$ cat config.mk
export PLATFORM = sky130hd
export DESIGN_NAME = pokey_poly_noise
export DESIGN_NICKNAME = d
export VERILOG_FILES = /design/src/rtl/pokey_poly_noise.sv
export SDC_FILE = /design/constraint.sdc
export NUM_CORES = 1
export LEC_CHECK = 0
export BUFFER_PORTS_ARGS = -buffer_cell sky130_fd_sc_hd__buf_2
export CAP_MARGIN = 20
export CORE_MARGIN = 3
export CORE_UTILIZATION = 50
export CTS_BUF_LIST = sky130_fd_sc_hd__clkbuf_4 sky130_fd_sc_hd__clkbuf_8 sky130_fd_sc_hd__clkbuf_16
export CTS_CLUSTER_DIAMETER = 150
export DETAILED_ROUTE_END_ITERATION = 8
export PLACE_DENSITY = 0.7
export RECOVER_POWER = 25
export SYNTH_ARGS = -nofsm -noshare
export SYNTH_HDL_FRONTEND = slang
export SYNTH_SLANG_ARGS = --single-unit
$ cat constraint.sdc
create_clock -name clk -period 1.79 [get_ports clk]
set_clock_uncertainty 0.2 [all_clocks]
set_input_delay 0.179 -clock clk [delete_from_list [all_inputs] [get_ports clk]]
set_output_delay 0.179 -clock clk [all_outputs]
set_load 0.01 [all_outputs]
$ cat src/rtl/pokey_poly_noise.sv
// pokey_poly_noise: POKEY 4/5/9/17-bit polynomial noise LFSRs and RANDOM value
//   clk, reset_n      : clock, synchronous active-low reset
//   enable            : base-tick strobe; every LFSR shifts once when high
//   init              : SKCTL init; holds every LFSR at zero while high
//   poly9_select      : 1 = large noise and RANDOM from p9, 0 = from p17
//   noise_4, noise_5  : MSBs of the 4- and 5-bit LFSRs
//   noise_large       : MSB of the selected 9- or 17-bit LFSR
//   rand_out          : RANDOM register value (top 8 bits of selected LFSR)
module pokey_poly_noise (
  input  logic       clk,
  input  logic       reset_n,
  input  logic       enable,
  input  logic       init,
  input  logic       poly9_select,
  output logic       noise_4,
  output logic       noise_5,
  output logic       noise_large,
  output logic [7:0] rand_out
);
  logic [3:0]  p4;
  logic [4:0]  p5;
  logic [8:0]  p9;
  logic [16:0] p17;
  // XNOR feedback keeps all-zero a running state, so reset/init to zero is safe
  always_ff @(posedge clk) begin
    if (!reset_n || init) begin
      p4  <= '0;
      p5  <= '0;
      p9  <= '0;
      p17 <= '0;
    end else if (enable) begin
      p4  <= {p4[2:0],   ~(p4[3]   ^ p4[2])};
      p5  <= {p5[3:0],   ~(p5[4]   ^ p5[2])};
      p9  <= {p9[7:0],   ~(p9[8]   ^ p9[4])};
      p17 <= {p17[15:0], ~(p17[16] ^ p17[13])};
    end
  end
  assign noise_4     = p4[3];
  assign noise_5     = p5[4];
  assign noise_large = poly9_select ? p9[8]   : p17[16];
  assign rand_out    = poly9_select ? p9[8:1] : p17[16:9];
endmodule

# Word level (Yosys, flattened, before mapping)
# Index checks and enable logic that the tools add are counted.
# totals
mem_bits_rw	0
reg_bits	35
word_cells	16
out_inout_bits	11
memories	0
latchBits	0
rom_bits	0
# classes
shift	0
eq_ne	0
mux	2
addsub	0
n_mul	0
order_cmp	0
bitwise_logic	8
div_mod_pow	0
reduce_logical	2
# op_table
operator	n
$mux W8	1
$not A1 Y1	4
$xor A1 B1 Y1	4
$logic_not A1 Y1	1
$logic_or A1 B1 Y1	1
$mux W1	1

# Logic depth before layout (Yosys ltp)
# logic_depth
word_depth	2
depth_mapped	4
mapped_depth_nobuf	2

# Worst setup path after synthesis
# No wires, ideal clock.
# synth_timing
kind	input to output
start	in poly9_select
end	out rand_out[7]
arrival_ps	874
required_ps	1411
setup_slack_ps	537
stages	3
path_cell_list	buf_2 mux2_2 buf_4
# synth_via
elab_chain_len	1
# synth_lines
item	line_no	source
start, declared	14	input logic poly9_select,
$mux W8	41	assign rand_out = poly9_select ? p9[8:1] : p17[16:9];
end, declared	18	output logic [7:0] rand_out
# No other way between the ends.

# Worst setup path in the final report
# layout_timing
start	reg p9[8]
end	out rand_out[7]
# layout_via
elab_chain_len	1
# layout_lines
item	line_no	source
start, declared	22	logic [8:0] p9;
start signal, assigned	34	p9 <= {p9[7:0], ~(p9[8] ^ p9[4])};
$mux W8	41	
# No other way between the ends.

==> Implementation_results.wiki <==
{| class="wikitable"
! Metric !! Value
|-
| Number of port buffers || 15
|-
| Category of the critical setup timing path || register to output port
|-
| H-tree level count || 2
|-
| Period utilization || 82.8%
|-
| Share of final-layout standard cells stronger than drive strength 1 || 24.3%
|-
| Worst reg-to-reg path cell count || 2
|-
| Area of the mapped netlist || 1450 um2
|-
| Detailed-route DRC error count || 0
|-
| Sequential element share of the synthesized area || 48.4%
|-
| FF-to-FF End || p4[0]
|-
| Initial Utilization || 55.5%
|-
| Layout fillers || 230
|-
| Layout area overhead || 6.91%
|-
| Max incr delay on CP || 350 ps
|-
| Post-synthesis async set-or-reset flop share || 0%
|-
| Clock Pin Slew Worst Setup and Hold Paths || 110 ps
|-
| Die Width || 59.8 um
|-
| Worst-margin pin slew || 641 ps
|-
| Gr ovfl total || 0
|-
| Vias || 906
|-
| Number of nets with antenna violations after routing || 0
|-
| Leak pwr || 0.712 nW
|-
| Site Rows || 18
|-
| Minimum clock period || 1480 ps
|-
| Arrival time of the worst setup path || 1100 ps
|-
| Final-report hold violation count || 0
|-
| Most instantiated flip-flop cell in the synthesis netlist || dfxtp_1
|-
| Global-route usage over all layers || 14.7%
|-
| Worst slack, placed || 478 ps
|-
| Worst reg2reg setup slack || 820 ps
|-
| Type of the most critical hold path || input pin to register
|-
| Total Routed Length || 2130 um
|-
| Count of inserted antenna diode cells || 0
|-
| Clock buffer count from CTS || 5
|-
| Num Clock Sinks || 35
|-
| Total power per unit cell area || 937 nW/um2
|-
| Maximum number of pins on one net before global-route repair || 36
|-
| Critical path endpoint category || output port
|-
| Final max-slew violation count || 0
|-
| Area of the die || 3580 um2
|-
| Number of antenna violations at the first check in global routing || 0
|-
| Setup crit start || p9[8]
|-
| Number of global-route vias before repair || 890
|-
| Total iterations of the first detailed-routing run || 3
|-
| Launching point of the worst reg2reg path || p4[2]
|-
| Required time at the endpoint of the critical path || 1410 ps
|-
| Avg WL per Cell || 12.3 um
|-
| Max_slew headroom || 57.2%
|-
| Post-Synthesis Net Count || 134
|-
| Slowest stage cell, crit path || dfxtp_1
|-
| Yosys reg bits || 35
|-
| Share of the synthesized area in the top cell type || 48.4%
|-
| Synthesis warning total || 0
|-
| Maximum vdd ir drop || 803 uV
|-
| First-pass GRT wire length || 3840 um
|-
| Via density per instance || 5.21
|-
| Total half-perimeter wirelength after legalization and detailed placement || 1440 um
|-
| Setup TNS || 0 ps
|-
| Number of flops mapped to enable cells by yosys || 0
|-
| Clock tree from TritonCTS || done
|-
| Core area || 2610 um2
|-
| Placer's final routability congestion estimate || 0.668
|-
| Nets || 148
|-
| Category of the worst setup path launch point || register
|-
| Cell count after synthesis || 129
|-
| Setup Viol. Count Final || 0
|-
| Y dimension of the die || 59.8 um
|-
| Root buffer selected by CTS || clkbuf_4
|-
| Top-count cell post-synth || dfxtp_1
|-
| Average instance area after synthesis || 11.2 um2
|-
| Synth cell types || 13
|-
| End of the critical path || rand_out[7]
|-
| Area leader, netlist || dfxtp_1
|-
| Number of buffers added to fix hold violations after cts || 0
|-
| Number of violations reported at the end of detailed-routing iteration 0 || 30
|-
| Run status || finished, final reports clean
|-
| Critical-path cell list || mux2_2 > buf_2
|-
| Count of instances resized after the clock tree is built || 0
|-
| Top-level port count || 16
|-
| Setup ws final || 308 ps
|-
| Maximum clock rate || 0.675 GHz
|-
| Clock network latency to the later pin of the worst-skew pair || 340 ps
|-
| Number of buffers inserted by post-CTS setup repair || 0
|-
| Max-cap check violation count || 0
|-
| Most used standard cells in the synthesized netlist || dfxtp_1, mux2i_1, nor2_1
|-
| Synth area leaders || dfxtp_1, mux2i_1, nor2_1, mux2_2, buf_12
|-
| Unrepaired setup endpoints after global routing || false
|-
| Worst-case clock buffer depth || 2
|-
| Maximum fanout along the worst path || 3
|}
kinds of logic after synthesis:
group | count (synthesis) | synth area share [%]
buffers and inverters | 10 | 8.63
DFF | 35 | 48.4
AOI/OAI and AO/OA | 4 | 1.73
xor gates and xnor gates | 4 | 2.42
and+or+nand+nor | 37 | 11.2
muxes | 39 | 27.6
metrics by stage:
stage / utilization, % / hold WS (ps) / total power, mW / cell area, um2 / cells
5_1_grt: 59.3 / 49.7 / 1.51 / 1550 / 174
3_3_place_gp: 56.0 / 272 / 0.875 / 1460 / 166
2_1_floorplan: - / 217 / 0.883 / 1450 / 129
6_report: 59.3 / 26.2 / 1.45 / 1550 / 174
4_1_cts: 59.3 / 16.4 / 1.47 / 1550 / 174
3_5_place_dp: 56.0 / 275 / 0.877 / 1460 / 166
area by class of cell:
type / instances / area (um2) / share of cell area [%]
Sequential cell: 35 / 701 / 45.2
Clock buffer: 6 / 51.3 / 3.31
Multi-Input combinational cell: 84 / 623 / 40.2
Clock inverter: 2 / 35.0 / 2.26
Timing Repair Buffer: 17 / 101 / 6.54
Tap cell: 30 / 37.5 / 2.42
worst max-delay path: cells and delay by family (launching register included):
kind	cells	cell delay, ps
DFF	1	350
muxes	1	280
buffers and inverters	1	140
how the worst min path moves through the flow:
stage	startpoint	cells after the start	to
floorplan	reset_n	2	p5[0]
global placement	p5[0]	2	p5[0]
CTS	init	3	p9[0]
global route	init	3	p17[0]
finish	init	3	p9[0]
detailed placement	p17[0]	2	p17[0]
metal layers:
layer	up-vias	track usage, %	wire, um
met5	-	0	0
li1	457	-	-
met3	5	4.54	103
met1	428	16.0	924
met4	0	9.49	55
met2	16	24.2	1050
power by group:
group / internal, mW / switching [mW]
Clock: 0.330 / 0.264
Sequential: 0.784 / 0.00376
Combinational: 0.0315 / 0.0379
cells in the final DEF, fill, tap and decap left out, drive strengths merged:
master,instances
dfxtp,35
mux2i,31
nor2,31
buf,16
mux2,8
clkbuf,7
nand2b,5
xor2,4
o22ai,4
nand3b,1
bufinv,1
clkinv,1
flip-flops by register name (all words and copies together) (netlist names):
register / flops
p5: 5
p17: 17
p9: 9
p4: 4
Power figures use the tool's default switching activity.
